--- src/rtl/circ_buf_ptr_ctrl_if.sv ---
// Handshake/status bundle for the circular-buffer pointer controller.
// The master side issues push/pop/flush/clr_err requests. The slave side
// (the controller) returns the pointers, occupancy and status flags.
interface circ_buf_ptr_ctrl_if #(
  parameter int COLUMNS   = 32,
  parameter int PAR_WRITE = 4,
  parameter int PAR_READ  = 4
);
  localparam int AW = $clog2(COLUMNS);
  localparam int CW = $clog2(COLUMNS + 1);
  localparam int SW = $clog2(PAR_READ + 1);

  logic          push;
  logic          pop;
  logic [SW-1:0] stride;
  logic          flush;
  logic          clr_err;
  logic [AW-1:0] write_ptr;
  logic [AW-1:0] read_ptr;
  logic [CW-1:0] count;
  logic          full;
  logic          empty;
  logic          can_push;
  logic          can_pop;
  logic          err_ovf;
  logic          err_unf;

  modport master (
    output push, pop, stride, flush, clr_err,
    input  write_ptr, read_ptr, count, full, empty, can_push, can_pop,
           err_ovf, err_unf
  );

  modport slave (
    input  push, pop, stride, flush, clr_err,
    output write_ptr, read_ptr, count, full, empty, can_push, can_pop,
           err_ovf, err_unf
  );
endinterface

--- src/rtl/circ_buf_ptr_ctrl.sv ---
// Pointer and occupancy controller for a circular buffer.
// Each accepted push commits PAR_WRITE entries. Each accepted pop retires a
// stride of up to PAR_READ entries, which slides the read window.
// The depth does not have to be a power of two, so pointer wrap is an
// explicit compare-and-subtract.
module circ_buf_ptr_ctrl #(
  parameter int COLUMNS   = 32,
  parameter int PAR_WRITE = 4,
  parameter int PAR_READ  = 4
) (
  input logic            clk,
  input logic            rst,
  circ_buf_ptr_ctrl_if.slave bus
);
  localparam int AW = $clog2(COLUMNS);
  localparam int CW = $clog2(COLUMNS + 1);
  localparam int SW = $clog2(PAR_READ + 1);

  localparam logic [AW:0]   COLS_P = (AW+1)'(COLUMNS);
  localparam logic [AW:0]   PW_P   = (AW+1)'(PAR_WRITE);
  localparam logic [CW-1:0] COLS_C = CW'(COLUMNS);
  localparam logic [CW-1:0] PW_C   = CW'(PAR_WRITE);
  localparam logic [CW-1:0] PR_C   = CW'(PAR_READ);
  localparam logic [SW-1:0] PR_S   = SW'(PAR_READ);

  logic [AW-1:0] wp_q, wp_d;
  logic [AW-1:0] rp_q, rp_d;
  logic [CW-1:0] cnt_q, cnt_d;
  logic          ovf_q, ovf_d;
  logic          unf_q, unf_d;

  logic          can_push, can_pop;
  logic [SW-1:0] s_eff;
  logic          acc_push, acc_pop, rej_push, rej_pop;
  logic [CW:0]   cnt_sum;

  // The sum is at most 2*COLUMNS-1, so a single subtract of COLUMNS is enough.
  function automatic logic [AW-1:0] wrap(input logic [AW-1:0] base,
                                         input logic [AW:0]   inc);
    logic [AW:0] sum;
    sum = {1'b0, base} + inc;
    if (sum >= COLS_P) sum = sum - COLS_P;
    return sum[AW-1:0];
  endfunction

  // Status flags depend on registered count only, so no input reaches an output.
  always_comb begin
    can_push = (COLS_C - cnt_q) >= PW_C;
    can_pop  = cnt_q >= PR_C;
  end

  // Accept and reject decisions use the pre-edge count; a zero stride is a silent no-op.
  always_comb begin
    s_eff    = (bus.stride > PR_S) ? PR_S : bus.stride;
    acc_push = bus.push & can_push;
    acc_pop  = bus.pop & can_pop & (bus.stride != '0);
    rej_push = bus.push & ~can_push;
    rej_pop  = bus.pop & ~can_pop & (bus.stride != '0);
  end

  // Next-state: flush wins and leaves the error flags alone. Otherwise push and pop apply together.
  always_comb begin
    wp_d    = wp_q;
    rp_d    = rp_q;
    cnt_d   = cnt_q;
    ovf_d   = ovf_q;
    unf_d   = unf_q;
    cnt_sum = {1'b0, cnt_q};
    if (bus.flush) begin
      wp_d  = '0;
      rp_d  = '0;
      cnt_d = '0;
    end else begin
      if (acc_push) begin
        wp_d    = wrap(wp_q, PW_P);
        cnt_sum = cnt_sum + (CW+1)'(PAR_WRITE);
      end
      if (acc_pop) begin
        rp_d    = wrap(rp_q, (AW+1)'(s_eff));
        cnt_sum = cnt_sum - (CW+1)'(s_eff);
      end
      cnt_d = cnt_sum[CW-1:0];
      ovf_d = rej_push | (ovf_q & ~bus.clr_err);
      unf_d = rej_pop  | (unf_q & ~bus.clr_err);
    end
  end

  // State registers, cleared immediately by the asynchronous reset.
  always_ff @(posedge clk or negedge rst) begin
    if (!rst) begin
      wp_q  <= '0;
      rp_q  <= '0;
      cnt_q <= '0;
      ovf_q <= 1'b0;
      unf_q <= 1'b0;
    end else begin
      wp_q  <= wp_d;
      rp_q  <= rp_d;
      cnt_q <= cnt_d;
      ovf_q <= ovf_d;
      unf_q <= unf_d;
    end
  end

  // Output drive.
  always_comb begin
    bus.write_ptr = wp_q;
    bus.read_ptr  = rp_q;
    bus.count     = cnt_q;
    bus.full      = (cnt_q == COLS_C);
    bus.empty     = (cnt_q == '0);
    bus.can_push  = can_push;
    bus.can_pop   = can_pop;
    bus.err_ovf   = ovf_q;
    bus.err_unf   = unf_q;
  end
endmodule

--- src/flat_wrapper.sv ---
// flat-port wrapper written by rule: the top's interface ports become plain ports
module circ_buf_ptr_ctrl_flat 
#(
  parameter int COLUMNS   = 32,
  parameter int PAR_WRITE = 4,
  parameter int PAR_READ  = 4
)
  (clk, rst, bus_push, bus_pop, bus_stride, bus_flush, bus_clr_err, bus_write_ptr, bus_read_ptr, bus_count, bus_full, bus_empty, bus_can_push, bus_can_pop, bus_err_ovf, bus_err_unf);
  circ_buf_ptr_ctrl_if #(.COLUMNS(COLUMNS), .PAR_WRITE(PAR_WRITE), .PAR_READ(PAR_READ)) bus_i ();
  input logic clk;
  input logic rst;
  input wire logic [$bits(bus_i.push)-1:0] bus_push;
  input wire logic [$bits(bus_i.pop)-1:0] bus_pop;
  input wire logic [$bits(bus_i.stride)-1:0] bus_stride;
  input wire logic [$bits(bus_i.flush)-1:0] bus_flush;
  input wire logic [$bits(bus_i.clr_err)-1:0] bus_clr_err;
  output wire logic [$bits(bus_i.write_ptr)-1:0] bus_write_ptr;
  output wire logic [$bits(bus_i.read_ptr)-1:0] bus_read_ptr;
  output wire logic [$bits(bus_i.count)-1:0] bus_count;
  output wire logic [$bits(bus_i.full)-1:0] bus_full;
  output wire logic [$bits(bus_i.empty)-1:0] bus_empty;
  output wire logic [$bits(bus_i.can_push)-1:0] bus_can_push;
  output wire logic [$bits(bus_i.can_pop)-1:0] bus_can_pop;
  output wire logic [$bits(bus_i.err_ovf)-1:0] bus_err_ovf;
  output wire logic [$bits(bus_i.err_unf)-1:0] bus_err_unf;
  assign bus_i.push = bus_push;
  assign bus_i.pop = bus_pop;
  assign bus_i.stride = bus_stride;
  assign bus_i.flush = bus_flush;
  assign bus_i.clr_err = bus_clr_err;
  assign bus_write_ptr = bus_i.write_ptr;
  assign bus_read_ptr = bus_i.read_ptr;
  assign bus_count = bus_i.count;
  assign bus_full = bus_i.full;
  assign bus_empty = bus_i.empty;
  assign bus_can_push = bus_i.can_push;
  assign bus_can_pop = bus_i.can_pop;
  assign bus_err_ovf = bus_i.err_ovf;
  assign bus_err_unf = bus_i.err_unf;
  circ_buf_ptr_ctrl #(.COLUMNS(COLUMNS), .PAR_WRITE(PAR_WRITE), .PAR_READ(PAR_READ)) u_core (.clk(clk), .rst(rst), .bus(bus_i));
endmodule
--- config.mk ---
export PLATFORM = sky130hd
export DESIGN_NAME = circ_buf_ptr_ctrl_flat
export DESIGN_NICKNAME = d
export VERILOG_FILES = /design/src/rtl/circ_buf_ptr_ctrl_if.sv /design/src/rtl/circ_buf_ptr_ctrl.sv /design/src/flat_wrapper.sv
export SDC_FILE = /design/constraint.sdc
export NUM_CORES = 1
export LEC_CHECK = 0
export BUFFER_PORTS_ARGS = -buffer_cell sky130_fd_sc_hd__buf_2
export CAP_MARGIN = 15
export CORE_ASPECT_RATIO = 0.6
export CORE_MARGIN = 3
export CORE_UTILIZATION = 45
export DETAILED_ROUTE_END_ITERATION = 16
export HOLD_SLACK_MARGIN = 0.08
export MAX_ROUTING_LAYER = met4
export PLACE_DENSITY_LB_ADDON = 0.2
export SYNTH_ARGS = -nofsm -noshare
export SYNTH_HDL_FRONTEND = slang
export SYNTH_SLANG_ARGS = --single-unit
export TNS_END_PERCENT = 50
--- constraint.sdc ---
create_clock -name clk -period 4.5 [get_ports clk]
set_input_delay 0.45 -clock clk [delete_from_list [all_inputs] [get_ports clk]]
set_output_delay 0.45 -clock clk [all_outputs]
set_load 0.05 [all_outputs]
Word-level counts from Yosys, hierarchy flattened
Cells that the tools add are included.
Widths: inputs -> output; s select.
{ "op_classes": {"magnitude_cmp": 5, "eq_ne": 1, "n_bitwise": 13, "n_mux": 11, "n_addsub": 7, "reduce_logical": 4} }
{ "ops": {"columns": ["cell", "count"], "rows": [
  ["$mux 5", 6],
  ["$mux 6", 4],
  ["$ge 6x3->1 const B", 2],
  ["$ge 6x6->1 const B", 2],
  ["$sub 5x1->5 const B", 2],
  ["$and 1x1->1", 8],
  ["$add 5x3->6", 1],
  ["$add 5x3->6 const B", 1],
  ["$add 6x3->6 const B", 1],
  ["$eq 6x6->1 const B", 1],
  ["$logic_not 6->1", 1],
  ["$sub 6x3->6", 1],
  ["$sub 6x6->6 const A", 1],
  ["$reduce_bool 2->1", 2],
  ["$gt 3x3->1 const B", 1],
  ["$mux 3", 1],
  ["$not 1->1", 3],
  ["$reduce_bool 3->1", 1],
  ["$or 1x1->1", 2]
]} }
{ "totals": {"wordCells": 46, "register_bits": 18, "inputBits": 9, "output_inout_bits": 22} }

Longest topological paths before layout
Gate-level depths: netlist of the first run.
{ "logic_depth": {"word_depth": 8, "mapped_depth": 12, "ltp_nobuf": 12} }

Worst setup path after synthesis of the first run
No wires, ideal clock.
{ "synth_timing": {"kind": "reg-to-reg", "start": "register u_core.cnt_q[3], in the netlist u_core.bus.count[3]", "end": "register u_core.cnt_q[4], in the netlist u_core.bus.count[4]", "stages_incl_launch_ff": 13, "arrival_ns": 3.367, "slack_ns": 1.006, "period_less_slack_ns": 3.494, "setup_ns": 0.128, "path_buffers": 0, "required_ns": 4.372, "path_cell_list": "dfrtp_1 inv_1 ha_1 or3b_4 and3b_4 o311a_4 xnor2_1 ha_1 nor2b_1 nor4_2 xnor2_1 o21ai_1 mux2_1"} }
{ "synth_via": {"elab_chain_cells": 8, "elab_cells_between_ends": 12, "cone_classes": "add/sub: 3; order compare: 2; mux: 4; bitwise: 3"} }
{ "synth_rtl": {"columns": ["item", "line", "rtl"], "rows": [
  ["start, declared", "circ_buf_ptr_ctrl.sv:28", "logic [CW-1:0] cnt_q, cnt_d;"],
  ["start signal, assigned", "circ_buf_ptr_ctrl.sv:99", "cnt_q <= cnt_d;"],
  ["$sub 6x6->6", "circ_buf_ptr_ctrl.sv:48", "can_push = (COLS_C - cnt_q) >= PW_C;"],
  ["$ge 6x3->1", "circ_buf_ptr_ctrl.sv:48", null],
  ["$and 1x1->1", "circ_buf_ptr_ctrl.sv:55", "acc_push = bus.push & can_push;"],
  ["$mux 6", "circ_buf_ptr_ctrl.sv:74", "if (acc_push) begin"],
  ["$mux 6", "circ_buf_ptr_ctrl.sv:69", "if (bus.flush) begin"],
  ["$sub 6x3->6", "circ_buf_ptr_ctrl.sv:80", "cnt_sum = cnt_sum - (CW+1)'(s_eff);"],
  ["$mux 6 *", "circ_buf_ptr_ctrl.sv:78", "if (acc_pop) begin"],
  ["$mux 6 *", "circ_buf_ptr_ctrl.sv:69", null],
  ["net u_core.cnt_d[4]", "circ_buf_ptr_ctrl.sv:28", null]
]} }
The timed path passes the listed nets; every way through them passes the cells marked *. The select of a mux whose other input is x is not followed.
A chain may end at the register's enable or synchronous reset.

Worst setup path in the final report of the first run
Same ends and word-level chain as after synthesis.

==> results.toml, run 1 <==
[clocking]
cts.sinks = 16
cts_buffers = 3
insertion_delay_ps = 260
hold_buffers = 0
htreeDepth = 1
max-clock-path-buffers = 2
post_cts_resized = 0
clk_pin_slew_ps = 70
tritoncts = "done"
post_cts_buffers = 0
cts_root_buf = "clkbuf_8"

[synthesis]
yosysWarningCount = 0
synth_top_area_frac = 0.318
syn_area_sq_mm = 0.00126
synth_area_leaders = "dfrtp_1 (32%), ha_1 (10%), nor2b_1 (4.0%), nor2_1 (3.6%), nand2_1 (3.3%)"
yosysTopAreaCell = "dfrtp_1"
synth_seq_cells = 16
synth_top_flop_cell = "dfrtp_1"
syn_inst = 137
async_flop_share = 1.00
avgSynthCellArea_sq_um = 9.18
yosysSeqAreaShare = 0.318
synth-edff-count = 0
yosysMostFrequentCell = "dfrtp_1"
synth_commonest_cells = "dfrtp_1 (16), nor2_1 (12), nand2_1 (11), ha_1 (10)"
synth.distinct_cells = 43

[floorplan]
die_w_microns = 74.2
die_h_microns = 46.9
initial_core_util = 0.488
ios = 31
core_sq_mm = 0.00257
rows = 14
die_area_sq_mm = 0.00349

[cells_and_area]
regArea_sq_um = 400
multiInputGateArea_sq_um = 792
antenna-diode-count = 0
syn_to_final_growth_pct = 15.6
drive_above_1_share = 0.245
finish.net_count = 185
final_cells = 195
fillCellCount = 216

[setup_path]
crit_path_end_kind = "flop"
cp_data_required_time_ps = 4640
crit_type = "flop to flop"
slowest_delay_ps = 480
critPathTopFamily = "simple AND/OR/NAND/NOR gates"
worst-r2r-cell-count = 12
worst-path-max-fanout = 10
cp.buffers_inverters = 1
cp-start-kind = "flop"
cp_slowest_cell = "dfrtp_1"
crit_arrival_ps = 3570
crit_chain = "inv_1, ha_1, or3b_4, and3b_4, o311a_4, xnor2_1, ha_1, nor2b_1, nor4_2, xnor2_1, o21ai_1, mux2_1"
cp_num_cells = 12

[timing]
slew_violations = 0
hold_viol = 0
slew_headroom = 0.603
setup_viol = 0
rsz0062_at_grt = "no"
fin_tns_setup_ps = 0
finalClockSkew_ps = 3.63
post-route-period-util = 0.762
clock.fmax_mhz = 292
period_needed_ps = 3430
worst_pin_slew_ps = 591

[routing]
totalWireLength_microns = 2810
via_per_inst = 5.39
first_pass_iters = 4
drtIter0Drc = 72
drt-wirelength-per-cell_microns = 14.4
ant_nets = 0
drcViolationCount = 0
vias = 1051

[placed_design]
detailed_place_hpwl_microns = 2120
dp_cells = 191
gp_congestion = 0.803
io_buffers = 28

[grt]
grt_pass1_vias = 942
grt_overflow = 0
grt_pass1_wl_microns = 4190
antenna_found_initial = 0
grt.total_usage = 0.169
grt_max_degree = 20

[power]
swShare = 0.549
p_leak_uw = 0.000709
netSwitchingPower_uw = 596
p_seq_frac = 0.225
combPwrFrac = 0.654
max-vdd-ir-drop_mv = 0.310
intPower_uw = 489
p_clk_frac = 0.121
p_per_area_mw_per_mm2 = 746

[run_status]
status = "finished clean"

[min_path]
hp-class = "primary input to asynchronous set/reset pin"

[flow_run]
max_cap_viol_count = 0
## layer usage
| metal | track usage | routed length [microns] | part of all wire | vias up |
|---|---|---|---|---|
| met4 | 0.0355 | 22 | 0.0078 | 0 |
| met1 | 0.209 | 1340 | 0.48 | 489 |
| li1 | - | - | - | 530 |
| met2 | 0.273 | 1260 | 0.45 | 30 |
| met5 | - | 0 | 0 | - |
| met3 | 0.0577 | 182 | 0.065 | 2 |
## metrics by stage
stage | total power [uW] | cell area [sq um] | worst slack, ps | hold WS [ps] | utilization
6_report | 1080 | 1450 | 1070 | 105 | 0.565
2_1_floorplan | 819 | 1260 | 1010 | 154 | -
5_1_grt | 1150 | 1450 | 858 | 119 | 0.565
3_5_place_dp | 954 | 1400 | 1090 | 396 | 0.543
4_1_cts | 1090 | 1450 | 1080 | 111 | 0.565
3_3_place_gp | 938 | 1400 | 1170 | 397 | 0.543
## state kept, by name (all words and copies together) (netlist names)
register / flops
u_core.bus.read_ptr: 5
u_core.bus.err_unf: 1
u_core.bus.write_ptr: 3
u_core.bus.err_ovf: 1
u_core.bus.count: 6
## cells by family (layout without fill, tap and decap cells)
group | count (synthesis) | count (layout) | synth area share
and+or+nand+nor | 54 | 54 | 0.236
AOI/OAI and AO/OA | 31 | 31 | 0.191
DFF | 16 | 16 | 0.318
buffers and inverters | 14 | 39 | 0.0547
adders and majority gates | 12 | 12 | 0.131
xor gates and xnor gates | 7 | 7 | 0.0488
muxes | 2 | 2 | 0.0169
other | 1 | 2 | 0.00298
## placed cells by master, fill, tap and decap left out, types with 3 or more instances in the layout
master / n
clkbuf_8: 4
inv_1: 7
xnor2_1: 4
nor2_1: 12
nand2b_1: 3
a21oi_1: 8
nor3_1: 4
xor2_1: 3
nand3_1: 5
buf_2: 28
nand2_1: 11
nor2b_1: 8
dfrtp_1: 16
o21ai_0: 5
a211oi_1: 3
ha_1: 10
## power groups by stage
| stage | clock network [uW] | logic (uW) | registers (uW) |
|---|---|---|---|
| after floorplan | 0 | 455 | 364 |
| after global placement | 0 | 697 | 241 |
| after detailed placement | 0 | 708 | 245 |
| after CTS | 136 | 711 | 243 |
| after global routing | 140 | 762 | 251 |
| final | 131 | 710 | 244 |
## path summary, 6_finish.rpt
| kind | startpoint | endpoint | slack (ps) |
|---|---|---|---|
| max in group asynchronous | rst | u_core.bus.count[1] | 4120 |
| min in group clk | u_core.bus.err_ovf | u_core.bus.err_ovf | 490 |
| max reg2reg | u_core.bus.count[3] | u_core.bus.count[4] | 1070 |
| min | rst | u_core.bus.count[4] | 100 |
| min reg2reg | u_core.bus.err_ovf | u_core.bus.err_ovf | 490 |
| max | u_core.bus.count[3] | u_core.bus.count[4] | 1070 |
## final cells by class
type	instances	area share
clock buffers	4	0.0379
flip-flops and latches	16	0.275
well taps	32	0.0275
multi-input cells	108	0.545
repair buffers	28	0.0964
inverters	7	0.0181
## worst register-to-register path, delay by kind of cell, from the launching register on
family                   cells  cell delay (ps)
AND/OR/NAND/NOR              4             1020
AO/OA/AOI/OAI                2              540
buffers and inverters        1              140
flip-flops                   1              480
multiplexers                 1              320
XOR/XNOR                     2              310
adder cells (fa/ha/maj)      2              510
(Power assumes the default switching activity.)
==> run 2: changes to the inputs <==
--- a/config.mk
+++ b/config.mk
@@ -5,6 +5,7 @@
 export SDC_FILE = /design/constraint.sdc
 export NUM_CORES = 1
 export LEC_CHECK = 0
+export ABC_AREA = 1
 export BUFFER_PORTS_ARGS = -buffer_cell sky130_fd_sc_hd__buf_2
 export CAP_MARGIN = 15
 export CORE_ASPECT_RATIO = 0.6
==> constraint.sdc (replaced) <==
create_clock -name clk -period 3.4 [get_ports clk]
set_input_delay 0.34 -clock clk [delete_from_list [all_inputs] [get_ports clk]]
set_output_delay 0.34 -clock clk [all_outputs]
set_load 0.05 [all_outputs]
==> run 2 against run 1 <==
Compared with the run above:
- routed wire length decreased by 1.3%
- non-clock buffer count increased by 1
- clock power increased by 30%
==> results.toml, run 2 <==
[run_status]
status = "finished clean"

[clocking]
insertion_delay_ps = 250
cts.sinks = 16
max-clock-path-buffers = 2
tritoncts = "done"
htreeDepth = 1
clk_pin_slew_ps = 60
post_cts_resized = 0
cts_root_buf = "clkbuf_8"
cts_buffers = 3

[routing]
vias = 1113
drcViolationCount = 0
via_per_inst = 5.20
first_pass_iters = 4
drtIter0Drc = 54
drt-wirelength-per-cell_microns = 13.0
totalWireLength_microns = 2770
ant_nets = 0

[cells_and_area]
antenna-diode-count = 0
finish.net_count = 206
drive_above_1_share = 0.288
largest_reg_flops = 6
mostFrequentLayoutCell = "nand2_1"
final_cell_mix = "nand2_1 (29), buf_2 (28), nor2_1 (17), inv_1 (16), dfrtp_1 (16)"
fillCellCount = 226
syn_to_final_growth_pct = 18.6
final_cell_area_sq_mm = 0.00143
utilization = 0.610

[grt]
grt.total_usage = 0.188
grt_pass1_vias = 1011
antenna_found_initial = 0
grt_overflow = 0
grt_pass1_wl_microns = 4530
grt_max_degree = 19

[timing]
holdWs_ps = 285
fin_tns_setup_ps = 0
post-route-period-util = 0.765
clock.fmax_mhz = 385
hold_viol = 0
setup_viol = 0
period_needed_ps = 2600
finalClockSkew_ps = 6.78
rsz0062_at_grt = "no"
slew_violations = 0

[synthesis]
synth_top_flop_cell = "dfrtp_1"
synth_area_leaders = "dfrtp_1 (33%), ha_1 (10%), nand2_1 (9.0%), nand3_1 (6.2%), nor2_1 (5.3%)"
synth_commonest_cells = "nand2_1 (29), nor2_1 (17), dfrtp_1 (16), inv_1 (16), nand3_1 (15)"
syn_inst = 153
async_flop_share = 1.00
avgSynthCellArea_sq_um = 7.87
synth_top_area_frac = 0.333
synth-edff-count = 0
synth.distinct_cells = 31
syn_area_sq_mm = 0.00120
yosysTopAreaCell = "dfrtp_1"
yosysSeqAreaShare = 0.333
yosysWarningCount = 0
yosysMostFrequentCell = "nand2_1"
synth_seq_cells = 16

[setup_path]
crit_chain = "inv_1, ha_1, nand2_2, nand2_2, nand2_2, nand2_4, nand2_4, xor2_1, inv_1, ha_1, o21a_1, nor3_2, nand3_2, nand2_1, nand2_1, nor2_1"
crit_type = "flop to flop"
cp-start-kind = "flop"
slowest_delay_ps = 510
critPathTopFamily = "simple AND/OR/NAND/NOR gates"
cp.buffers_inverters = 2
worst-r2r-cell-count = 16
timing.rr.end = "u_core.bus.count[5]"
crit_path_end_kind = "flop"
rr_startpoint = "u_core.bus.count[2]"
r2r_slack_ps = 800
crit_arrival_ps = 2780
cp_common_cell = "nand2_2"
cp_data_required_time_ps = 3580
worst-path-max-fanout = 8
cp_slowest_cell = "dfrtp_1"

[power]
p_per_area_mw_per_mm2 = 975
max-vdd-ir-drop_mv = 0.540
p_leak_uw = 0.000799

[min_path]
min_from = "bus_flush"
whs_path_depth = 2
whs_endpoint = "u_core.bus.count[3]"
hp-class = "primary input to flop"

[floorplan]
initial_core_util = 0.514
rows = 13
ios = 31
die_h_microns = 46.1
core_sq_mm = 0.00234
die_area_sq_mm = 0.00335
die_w_microns = 72.8

[placed_design]
detailed_place_hpwl_microns = 2250
place_area_sq_mm = 0.00136
gp_congestion = 0.955
io_buffers = 28

[flow_run]
max_cap_viol_count = 0
run 2: cell count changes in the layout (fill, tap and decap cells not counted), moves of 3 or more:
cell and change:
nor2_1 +5, a21oi_1 -4, nand3_1 +10, nand2_2 +6, nand2_4 +4, a211oi_1 -3
nand2b_1 -3, inv_1 +9, nand2_1 +18, nor2b_1 -8, inv_2 +4
run 2: power by group:
group          internal, uW  total, uW  switching [uW]
clock network           103        170            67.2
logic                   244        907             663
registers               247        316            68.6
total                   594       1390             799
run 2: logic make-up after synthesis:
kind of cell / share of synthesized area
buf+inv: 0.0842
fa+ha+maj: 0.137
flops: 0.333
compound gates: 0.0832
simple gates: 0.338
other cells: 0.00312
xor+xnor: 0.0218
run 2: worst max path at each step:
stage                             start                   to  slack (ps)  cells after the start
CTS                 u_core.bus.count[2]  u_core.bus.count[5]         800                     16
floorplan           u_core.bus.count[2]  u_core.bus.count[5]         670                     14
finish              u_core.bus.count[2]  u_core.bus.count[5]         800                     16
global route        u_core.bus.count[2]  u_core.bus.count[5]         560                     16
global placement    u_core.bus.count[2]  u_core.bus.count[5]         910                     16
detailed placement  u_core.bus.count[2]  u_core.bus.count[5]         840                     16
run 2: layout make-up:
class	instances	area, sq um	area share
Tap cell	30	37.5	0.0263
Inverter	21	78.8	0.0552
Timing Repair Buffer	29	150	0.105
Multi-Input combinational cell	114	706	0.494
Clock buffer	4	55.1	0.0386
Sequential cell	16	400	0.280
run 2: routing by layer:
metal / share of wire / GRT usage
met1: 0.47 / 0.252
met2: 0.46 / 0.290
met3: 0.064 / 0.0523
met4: 0.0069 / 0.0331
met5: 0 / -
run 2: metrics by stage:
step | instances | power (uW) | setup slack, ps
final | 214 | 1390 | 799
after detailed placement | 209 | 1220 | 842
after global routing | 214 | 1490 | 556
after CTS | 214 | 1400 | 798
after floorplan | 154 | 1030 | 673
after global placement | 209 | 1210 | 912
run 2: what timing repair did:
item,4_1_cts,5_1_grt
setup endpoints to repair,0,0
setup buffers,0,0
hold buffers,1,0
endpoints found under the hold margin,16,0
